**config.mk**
```make
export PLATFORM = sky130hd
export DESIGN_NAME = ram_arbiter
export DESIGN_NICKNAME = d
export VERILOG_FILES = /design/src/rtl/ram_arbiter_pkg.sv /design/src/rtl/arb_starve_cnt.sv /design/src/rtl/ram_arbiter.sv
export SDC_FILE = /design/constraint.sdc
export NUM_CORES = 1
export LEC_CHECK = 0
export ABC_AREA = 1
export BUFFER_PORTS_ARGS = -buffer_cell sky130_fd_sc_hd__buf_4
export CELL_PAD_IN_SITES_DETAIL_PLACEMENT = 0
export CELL_PAD_IN_SITES_GLOBAL_PLACEMENT = 1
export CORE_MARGIN = 1
export CORE_UTILIZATION = 22
export DETAILED_ROUTE_END_ITERATION = 8
export PLACE_DENSITY_LB_ADDON = 0.1
export SYNTH_ARGS = -nofsm -noshare
export SYNTH_HDL_FRONTEND = slang
export SYNTH_SLANG_ARGS = --single-unit
```
**constraint.sdc**
```tcl
create_clock -name clk -period 2 [get_ports clk]
set_input_delay 0.4 -clock clk [delete_from_list [all_inputs] [get_ports clk]]
set_output_delay 0.4 -clock clk [all_outputs]
set_load 0.05 [all_outputs]
```
**src/rtl/ram_arbiter_pkg.sv**
```systemverilog
// Shared types and constants for the RISC core RAM arbiter.
package ram_arbiter_pkg;

    localparam int AW_DEF = 5;
    localparam int DW_DEF = 8;

    typedef enum logic [1:0] {
        ST_IDLE = 2'b00,
        ST_CPU  = 2'b01,
        ST_HOST = 2'b10,
        ST_LOCK = 2'b11
    } arb_state_t;

    localparam logic [1:0] OWN_NONE = 2'b00;
    localparam logic [1:0] OWN_CPU  = 2'b01;
    localparam logic [1:0] OWN_HOST = 2'b10;

endpackage

```
**src/rtl/arb_starve_cnt.sv**
```systemverilog
// Saturating count of consecutive host cycles denied by the arbiter.
module arb_starve_cnt #(
    parameter int W   = 4,
    parameter int MAX = 4
) (
    input  logic clk,
    input  logic rst,
    input  logic inc,
    input  logic clr,
    output logic sat
);

    localparam logic [W-1:0] MAX_V = W'(MAX);

    logic [W-1:0] cnt_q;
    logic [W-1:0] cnt_d;

    always_comb begin
        cnt_d = cnt_q;
        if (clr) begin
            cnt_d = '0;
        end else if (inc && (cnt_q != MAX_V)) begin
            cnt_d = cnt_q + 1'b1;
        end
    end

    always_ff @(posedge clk or negedge rst) begin
        if (!rst) begin
            cnt_q <= '0;
        end else begin
            cnt_q <= cnt_d;
        end
    end

    assign sat = (cnt_q == MAX_V);

endmodule

```
**src/rtl/ram_arbiter.sv**
```systemverilog
// Shares the single-port program/data RAM between the CPU and the host loader.
module ram_arbiter
    import ram_arbiter_pkg::*;
#(
    parameter int AW            = AW_DEF,
    parameter int DW            = DW_DEF,
    parameter int HOST_WAIT_MAX = 4
) (
    input  logic          clk,
    input  logic          rst,
    input  logic          cpu_req,
    input  logic          cpu_we,
    input  logic [AW-1:0] cpu_addr,
    input  logic [DW-1:0] cpu_wdata,
    output logic          cpu_gnt,
    output logic          cpu_rvalid,
    output logic [DW-1:0] cpu_rdata,
    input  logic          host_req,
    input  logic          host_we,
    input  logic          host_lock,
    input  logic [AW-1:0] host_addr,
    input  logic [DW-1:0] host_wdata,
    output logic          host_gnt,
    output logic          host_rvalid,
    output logic [DW-1:0] host_rdata,
    input  logic          cpu_halt,
    output logic          ram_en,
    output logic          ram_we,
    output logic [AW-1:0] ram_addr,
    output logic [DW-1:0] ram_wdata,
    input  logic [DW-1:0] ram_rdata,
    output logic          locked,
    output logic [1:0]    owner
);

    arb_state_t state_q, state_d;
    logic       locked_q, locked_d;
    logic [1:0] owner_q, owner_d;
    logic       cpu_rv_q, cpu_rv_d;
    logic       host_rv_q, host_rv_d;
    logic       cpu_win, host_win;
    logic       starve_sat;

    arb_starve_cnt #(
        .W   (4),
        .MAX (HOST_WAIT_MAX)
    ) u_starve (
        .clk (clk),
        .rst (rst),
        .inc (host_req & ~host_gnt),
        .clr (host_gnt | ~host_req),
        .sat (starve_sat)
    );

    always_comb begin
        cpu_win  = 1'b0;
        host_win = 1'b0;
        if (state_q == ST_LOCK && host_lock) begin
            host_win = host_req;
        end else if (cpu_halt && host_req) begin
            host_win = 1'b1;
        end else if (host_req && starve_sat) begin
            host_win = 1'b1;
        end else if (cpu_req) begin
            cpu_win = 1'b1;
        end else if (host_req) begin
            host_win = 1'b1;
        end
    end

    // Grants are gated so nothing reaches the RAM while reset is held.
    assign cpu_gnt  = cpu_win & rst;
    assign host_gnt = host_win & rst;

    always_comb begin
        ram_en    = cpu_gnt | host_gnt;
        ram_we    = 1'b0;
        ram_addr  = '0;
        ram_wdata = '0;
        if (cpu_gnt) begin
            ram_we    = cpu_we;
            ram_addr  = cpu_addr;
            ram_wdata = cpu_wdata;
        end else if (host_gnt) begin
            ram_we    = host_we;
            ram_addr  = host_addr;
            ram_wdata = host_wdata;
        end
    end

    always_comb begin
        state_d = ST_IDLE;
        owner_d = OWN_NONE;
        if (host_gnt) begin
            owner_d = OWN_HOST;
        end else if (cpu_gnt) begin
            owner_d = OWN_CPU;
        end
        if (state_q == ST_LOCK && host_lock) begin
            state_d = ST_LOCK;
        end else if (host_gnt) begin
            state_d = host_lock ? ST_LOCK : ST_HOST;
        end else if (cpu_gnt) begin
            state_d = ST_CPU;
        end
        locked_d  = (state_d == ST_LOCK);
        cpu_rv_d  = cpu_gnt & ~cpu_we;
        host_rv_d = host_gnt & ~host_we;
    end

    always_ff @(posedge clk or negedge rst) begin
        if (!rst) begin
            state_q   <= ST_IDLE;
            locked_q  <= 1'b0;
            owner_q   <= OWN_NONE;
            cpu_rv_q  <= 1'b0;
            host_rv_q <= 1'b0;
        end else begin
            state_q   <= state_d;
            locked_q  <= locked_d;
            owner_q   <= owner_d;
            cpu_rv_q  <= cpu_rv_d;
            host_rv_q <= host_rv_d;
        end
    end

    assign locked      = locked_q;
    assign owner       = owner_q;
    assign cpu_rvalid  = cpu_rv_q;
    assign host_rvalid = host_rv_q;
    assign cpu_rdata   = cpu_rv_q ? ram_rdata : '0;
    assign host_rdata  = host_rv_q ? ram_rdata : '0;

endmodule
```
==> out/results.md, run 1 <==
| Item | Value | Unit |
|:---|:---|:---|
| Max Cap Violations | 0 | - |
| Cell area after synthesis | 869.6 | um2 |
| Initial detailed-routing violation count | 27 | - |
| Critical Path Start Type | flip-flop | - |
| Fin. Hold Viols | 0 | - |
| Max Clock Freq | 493.5 | MHz |
| Cell taking the most area after synthesis | sky130_fd_sc_hd__dfrtp_1 | - |
| Non-filler instance count after layout | 277 | - |
| Wire length of the first global-routing pass | 4961 | um |
| Dominant synthesized flop cell | sky130_fd_sc_hd__dfrtp_1 | - |
| Effective utilization at floorplan | 23.40 | % |
| Number of nets produced by synthesis | 180 | - |
| TritonCTS buffer count | 3 | - |
| Peak supply drop | 177.2 | uV |
| Failing checks | setup timing | - |
| Top cells by area, synth | sky130_fd_sc_hd__dfrtp_1, sky130_fd_sc_hd__nand2_1, sky130_fd_sc_hd__inv_1 | - |
| Fin area | 1789 | um2 |
| Leakage Power | 1.113 | nW |
| Result of the run | finished with violations | - |
| Fraction of final layout cells with drive strength greater than 1 | 50.66 | % |
| Maximum number of pins on one net before global-route repair | 17 | - |
| Clock slew at the register clock pins of the worst setup and hold paths | 0.05 | ns |
| Leading cell type by number of instances after synthesis | sky130_fd_sc_hd__nand2_1 | - |
| Full die area | 4208 | um2 |
| Count of buffers from port buffering | 79 | - |
| Width of the chip | 64.87 | um |
| Final weighted congestion in routability-driven placement | 0.6799 | - |
| Nature of the critical path endpoint | output port | - |
| Worst relative slew slack | 79.39 | % |
| Antenna violations before repair | 0 | - |
| Maximum level of the CTS H-tree | 1 | - |
| CTS root buf | sky130_fd_sc_hd__clkbuf_8 | - |
| Post-placement cell count | 263 | - |
| Routed wire length per instance | 10.45 | um |
| DRC Markers | 0 | - |
| Number of distinct library cells after synthesis | 19 | - |
| Sequential-to-total area share from yosys stat | 31.65 | % |
| Clock latency reported for the late side of the worst-skew pair | 0.24 | ns |
| Vias in the first global route | 1242 | - |
| Tmin final | 2.027 | ns |
| Count of flip-flops with a built-in enable after synthesis | 0 | - |
| Cells after Synth | 136 | - |
| Min Hold Slack | 0.07084 | ns |
| Hold/Removal Path Class | in -> async | - |
| Final HPWL DP | 2171 | um |
| Critical path data required time | 1.60 | ns |
| Top post-synthesis cells by count | sky130_fd_sc_hd__nand2_1, sky130_fd_sc_hd__inv_1, sky130_fd_sc_hd__nand3_1 | - |
| Type of the worst setup path | reg -> out | - |
| Number of vias per cell after detailed routing | 4.141 | - |
| Async S/R FF share, synth | 100.0 | % |
| Number of cell rows | 22 | - |
| Crit path max fanout | 7 | - |
| Sinks on Clock Net | 11 | - |
| Routed Antenna Nets | 0 | - |
| Final max-slew violation count | 0 | - |
| Share of the clock period used by the worst path after layout | 101.3 | % |
| Grt total ovfl | 0 | - |
| Vert. Die Dim | 64.87 | um |
| Setup repair after global routing missed its margin | true | - |
| Mapped Avg Cell Area | 6.394 | um2 |
| Drt total wl | 2895 | um |
| Total I/O pin count | 80 | - |
| Core Area | 3716 | um2 |
| Final Skew | 0.006372 | ns |
| Power density over cell area | 514.5 | nW/um2 |
| Clock tree buffer depth | 2 | - |
| Fraction of post-synthesis cell area in the top cell type by area | 31.65 | % |
| Arrival time of the worst setup path | 1.63 | ns |
| Number of antenna repair diodes | 0 | - |
| Layout-stage area growth over the synthesis result | 105.8 | % |
| Total global routing track utilization | 15.18 | % |
| Seq cells post-synth | 11 | - |
| Via count of the routed design | 1147 | - |
| Synth Warn # | 0 | - |
| TritonRoute pass-1 iters | 4 | - |
| Worst-case setup margin in the final layout | -0.02651 | ns |
| Actual transition at the worst max-transition pin | 0.3084 | ns |
| Final number of setup-violating endpoints | 5 | - |
| CTS tree | yes | - |
| Instance area at placement | 1551 | um2 |
| Final net count | 274 | - |
==> cell usage in the layout (no fill, tap or decap) <==
cell	instances
sky130_fd_sc_hd__buf_4	77
sky130_fd_sc_hd__nand2_1	45
sky130_fd_sc_hd__inv_1	25
sky130_fd_sc_hd__nand3_1	16
sky130_fd_sc_hd__dfrtp_1	11
sky130_fd_sc_hd__nand2_2	10
sky130_fd_sc_hd__buf_8	10
sky130_fd_sc_hd__nor2_1	6
sky130_fd_sc_hd__buf_6	5
sky130_fd_sc_hd__nor2_4	3
sky130_fd_sc_hd__a21oi_1	3
sky130_fd_sc_hd__o21ai_0	3
sky130_fd_sc_hd__clkbuf_8	3
sky130_fd_sc_hd__inv_2	2
sky130_fd_sc_hd__nand2_4	2
sky130_fd_sc_hd__nand3_4	1
sky130_fd_sc_hd__nor2_8	1
sky130_fd_sc_hd__o21ai_2	1
sky130_fd_sc_hd__xor2_1	1
sky130_fd_sc_hd__ha_4	1
sky130_fd_sc_hd__ha_1	1
sky130_fd_sc_hd__clkbuf_1	1
sky130_fd_sc_hd__dlygate4sd3_1	1
==> area by class of cell <==
cell class,instances,area (um2)
multi-input combinational,94,513.0
timing repair buffer,93,794.5
inverter,27,101.3
sequential,11,275.3
clock buffer,4,45.04
tap,48,60.06
fill,375,1927
==> flip-flops by register name, indices dropped and copies added, names as in the netlist <==
register        flops
host_rvalid         1
u_starve.cnt_q      4
owner               2
state_q             2
locked              1
cpu_rvalid          1
==> kinds of logic after synthesis <==
kind of cell | Yosys count | synth area share, %
xor+xnor | 1 | 1.007
flops | 11 | 31.65
fa+ha+maj | 2 | 2.877
simple gates | 83 | 44.75
buf+inv | 32 | 15.25
compound gates | 7 | 4.460
==> per-layer routing <==
metal	up-vias	global-route usage [%]	routed length [um]	part of all wire, %
met5	-	0	0	0
met4	0	5.833	54	1.9
met3	6	3.873	232	8.0
met2	56	29.43	1564	54
met1	497	15.11	1044	36
li1	588	-	-	-
==> report_power, final <==
group	internal, W	switching, W	total, W
registers	0.000238	0.0000125	0.000251
logic	0.000188	0.000256	0.000445
clock network	0.000140	0.0000852	0.000225
total	0.000567	0.000354	0.000921
==> through the flow <==
stage / util, % / power (W) / worst slack (ns) / TNS [ns]
finish: 48.15 / 0.0009206 / -0.02651 / -0.08320
global route: 48.15 / 0.0009811 / -0.1282 / -1.197
CTS: 47.54 / 0.0009284 / -0.02774 / -0.2772
detailed placement: 41.75 / 0.0006351 / 0.02291 / 0
global placement: 41.75 / 0.0006304 / 0.08133 / 0
floorplan: - / 0.0004856 / 0.06855 / 0
==> path summary, 6_finish.rpt <==
path / start / end / slack (ns) / cells past startpoint
max: u_starve.cnt_q[1] / ram_we / -0.03 / 9
min: rst / state_q[1] / 0.07 / 2
min reg2reg: u_starve.cnt_q[3] / u_starve.cnt_q[3] / 0.63 / 3
min in group clk: host_we / host_rvalid / 0.32 / 2
max reg2reg: u_starve.cnt_q[0] / state_q[0] / 0.57 / 9
max in group asynchronous: rst / u_starve.cnt_q[1] / 1.19 / 2
==> worst max-delay path, stage by stage (launching register included) <==
cell and delay (ns):
sky130_fd_sc_hd__dfrtp_1 0.39, sky130_fd_sc_hd__inv_2 0.08, sky130_fd_sc_hd__ha_4 0.15, sky130_fd_sc_hd__nand3_4 0.08, sky130_fd_sc_hd__nand2_4 0.10, sky130_fd_sc_hd__nor2_4 0.06
sky130_fd_sc_hd__nor2_4 0.20, sky130_fd_sc_hd__nand2_1 0.08, sky130_fd_sc_hd__nand2_1 0.08, sky130_fd_sc_hd__buf_6 0.16
==> repair_timing <==
action,CTS,global route
endpoints found under the hold margin,5,0
buffers inserted,6,2
cloned,1,0
resized for setup,28,2
pin swaps,4,5
endpoints found under the setup margin,17,17
hold buffers,1,0
Note: power is estimated with default switching activity, not from simulation.
==> inputs of run 2 (changes only) <==
--- a/config.mk
+++ b/config.mk
@@ -12,7 +12,7 @@
 export CORE_MARGIN = 1
 export CORE_UTILIZATION = 22
 export DETAILED_ROUTE_END_ITERATION = 8
-export PLACE_DENSITY_LB_ADDON = 0.1
+export PLACE_DENSITY = 0.74
 export SYNTH_ARGS = -nofsm -noshare
 export SYNTH_HDL_FRONTEND = slang
 export SYNTH_SLANG_ARGS = --single-unit
==> run 2 against run 1 <==
The run still ends with setup timing left. Count of clock-buffer cells in the layout stayed put. First-iteration DRC count down 37%. Routed wire length shrank 0.31%. Sequential power about the same. Clock power fell by 5%. Clock skew fell by 0.0026 ns. Via count up 0.44%. Highest routed layer unchanged.
==> out/results.md, run 2 (synthesis results as in run 1) <==
| Item | Value | Unit | Delta |
|:---|:---|:---|:---|
| Setup repair after global routing missed its margin | true | - |  |
| Register-to-register setup slack | 0.55 | ns | -0.02 ns |
| Sinks on Clock Net | 11 | - | unchanged |
| Max Cap Violations | 0 | - | unchanged |
| Core Area | 3716 | um2 | unchanged |
| Leakage Power | 1.129 | nW | +1.5% |
| Vias in the first global route | 1109 | - | -11% |
| Crit path max fanout | 8 | - | +1 |
| Internal Power | 0.0005768 | W | +1.8% |
| Final net count | 276 | - | +0.73% |
| Effective utilization at floorplan | 23.40 | % | unchanged |
| Peak supply drop | 271.2 | uV | +53% |
| CTS root buf | sky130_fd_sc_hd__clkbuf_8 | - |  |
| Largest register FFs | 4 | - | unchanged |
| Count of buffers from port buffering | 79 | - | unchanged |
| Final-layout setup total negative slack | -0.3703 | ns | -0.2871 ns |
| Critical path data required time | 1.60 | ns | about the same |
| Final Power | 0.0009286 | W | +0.88% |
| Maximum number of pins on one net before global-route repair | 17 | - | unchanged |
| Largest register by flop count | u_starve.cnt_q | - |  |
| Leading cell type in the layout, fill and taps excluded | sky130_fd_sc_hd__buf_4 | - |  |
| Full die area | 4208 | um2 | unchanged |
| Routed wire length per instance | 10.34 | um | -1.0% |
| Area of all sequential standard cells | 275.3 | um2 | unchanged |
| Final Skew | 0.003784 | ns | -0.002587 ns |
| Width of the chip | 64.87 | um | unchanged |
| Capturing point of the worst reg2reg path | locked | - |  |
| Vert. Die Dim | 64.87 | um | unchanged |
| Fraction of power spent switching nets | 37.89 | % | -0.56 points |
| Final max-slew violation count | 0 | - | unchanged |
| Worst reg-to-reg path cell count | 9 | - | unchanged |
| Relative contribution of the clock network to total power | 23.1 | % | -1.4 points |
| Critical Path Start Type | flip-flop | - |  |
| Failing checks | setup timing | - |  |
| Wire length of the first global-routing pass | 4540 | um | -8.5% |
| Drt total wl | 2886 | um | -0.31% |
| Via count of the routed design | 1152 | - | +0.44% |
| Arrival time of the worst setup path | 1.65 | ns | +0.02 ns |
| Hold-fix buffer count after cts | 0 | - | -1 |
| Total I/O pin count | 80 | - | unchanged |
| Number of antenna repair diodes | 0 | - | unchanged |
| Layout-stage area growth over the synthesis result | 110.8 | % |  |
| Share of the clock period used by the worst path after layout | 102.6 | % | +1.3 points |
| Maximum level of the CTS H-tree | 1 | - | unchanged |
| Fin. Hold Viols | 0 | - | unchanged |
| TritonCTS buffer count | 3 | - | unchanged |
| Clock tree buffer depth | 2 | - | unchanged |
| Switching power | 0.0003519 | W | -0.59% |
| CTS tree | yes | - |  |
| Total global routing track utilization | 13.94 | % | -1.2 points |
| DRC Markers | 0 | - | unchanged |
| Type of the worst setup path | reg -> out | - |  |
| Fraction of final layout cells with drive strength greater than 1 | 56.28 | % | +5.6 points |
| Post-placement cell count | 263 | - | unchanged |
| Hold/Removal Path Class | in -> async | - |  |
| TritonRoute pass-1 iters | 3 | - | -1 |
| Max Clock Freq | 487.3 | MHz | -1.3% |
| Antenna violations before repair | 0 | - | unchanged |
| Worst relative slew slack | 79.11 | % | -0.28 points |
| Routed Antenna Nets | 0 | - | unchanged |
| Result of the run | finished with violations | - |  |
| Final HPWL DP | 2124 | um | -2.1% |
| Final weighted congestion in routability-driven placement | 0.7257 | - | +6.7% |
| Grt total ovfl | 0 | - | unchanged |
| Final number of setup-violating endpoints | 15 | - | +10 |
| Nature of the critical path endpoint | output port | - |  |
| Startpoint of the most critical register-to-register path | u_starve.cnt_q[1] | - |  |
| Final-layout fill cell count | 405 | - | +8.0% |
| Worst-case setup margin in the final layout | -0.05224 | ns | -0.02574 ns |
| Number of vias per cell after detailed routing | 4.129 | - | -0.28% |
| Clock latency reported for the late side of the worst-skew pair | 0.23 | ns | about the same |
| Instance area at placement | 1551 | um2 | unchanged |
| Tmin final | 2.052 | ns | +0.02574 ns |
| Non-filler instance count after layout | 279 | - | +0.72% |
| Power density over cell area | 506.6 | nW/um2 | -1.5% |
| Leading cell types in the layout, fill and taps excluded | sky130_fd_sc_hd__buf_4, sky130_fd_sc_hd__nand2_1, sky130_fd_sc_hd__inv_1, sky130_fd_sc_hd__nand2_2, sky130_fd_sc_hd__nand3_1 | - |  |
| Fin area | 1833 | um2 | +2.4% |
| Initial detailed-routing violation count | 17 | - | -37% |
| Number of cell rows | 22 | - | unchanged |
| Multi-input gate area in the final layout | 540.5 | um2 | +5.4% |
| Worst slack after detailed placement | 0.05006 | ns | +0.02715 ns |
| Sequential group share of total power | 27.0 | % | -0.2 points |
| Combinational cell fraction of total power | 49.9 | % | +1.6 points |
| Actual transition at the worst max-transition pin | 0.3126 | ns | +0.004167 ns |
| Clock slew at the register clock pins of the worst setup and hold paths | 0.05 | ns | about the same |
[run 2: cell types whose count changed in the layout (fill, tap and decap cells not counted)]
cell / change
sky130_fd_sc_hd__buf_6: -1
sky130_fd_sc_hd__nand2_1: -11
sky130_fd_sc_hd__buf_8: +1
sky130_fd_sc_hd__nand2_2: +11
sky130_fd_sc_hd__dlygate4sd3_1: -1
sky130_fd_sc_hd__buf_4: +3
[run 2: worst max path at each step]
stage / from / end / slack, ns / cells past startpoint
finish: u_starve.cnt_q[1] / ram_addr[4] / -0.05 / 9
global route: u_starve.cnt_q[1] / ram_wdata[7] / -0.16 / 9
CTS: u_starve.cnt_q[1] / ram_we / -0.04 / 9
detailed placement: u_starve.cnt_q[0] / ram_en / 0.05 / 8
global placement: u_starve.cnt_q[0] / ram_wdata[5] / 0.06 / 9
floorplan: u_starve.cnt_q[0] / ram_wdata[1] / 0.07 / 8
[run 2: layout make-up]
cell class	instances	share of cell area [%]
clock buffers	4	2.457
inverters	27	5.529
multi-input cells	94	29.49
flip-flops and latches	11	15.02
well taps	48	3.276
repair buffers	95	44.23
[run 2: timing repair]
item                                    4_1_cts  5_1_grt
resized for setup                            32       10
setup buffers                                 7        4
endpoints found under the setup margin       17       17
hold endpoints to repair                      0        0
pin swaps                                    10        8
gates cloned                                  1        0
[run 2: metal layers]
| metal | track usage, % | vias to the layer above | share of wire, % |
|---|---|---|---|
| li1 | - | 594 | - |
| met1 | 15.28 | 496 | 40 |
| met2 | 26.69 | 60 | 51 |
| met3 | 1.937 | 2 | 8.7 |
| met4 | 5.000 | 0 | 0.94 |
| met5 | 0 | - | 0 |
[run 2: power by group through the flow]
stage | registers (W) | clock network [W] | logic, W
after floorplan | 0.000268 | 0 | 0.000218
after global placement | 0.000255 | 0 | 0.000379
after detailed placement | 0.000255 | 0 | 0.000380
after CTS | 0.000251 | 0.000220 | 0.000444
after global routing | 0.000252 | 0.000234 | 0.000493
final | 0.000250 | 0.000214 | 0.000464
[run 2: metrics by stage]
step / util (%) / hold slack [ns]
after floorplan: - / 0.1044
after global placement: 41.75 / 0.3422
after detailed placement: 41.75 / 0.3442
after CTS: 47.74 / 0.09645
after global routing: 49.33 / 0.1048
final: 49.33 / 0.09172
[run 2: critical path, stage by stage (launching register included)]
cell	delay, ns
sky130_fd_sc_hd__dfrtp_1	0.38
sky130_fd_sc_hd__inv_2	0.08
sky130_fd_sc_hd__ha_4	0.15
sky130_fd_sc_hd__nand3_4	0.09
sky130_fd_sc_hd__nand2_4	0.10
sky130_fd_sc_hd__nor2_4	0.06
sky130_fd_sc_hd__nor2_4	0.23
sky130_fd_sc_hd__nand2_1	0.08
sky130_fd_sc_hd__nand2_1	0.08
sky130_fd_sc_hd__buf_6	0.16
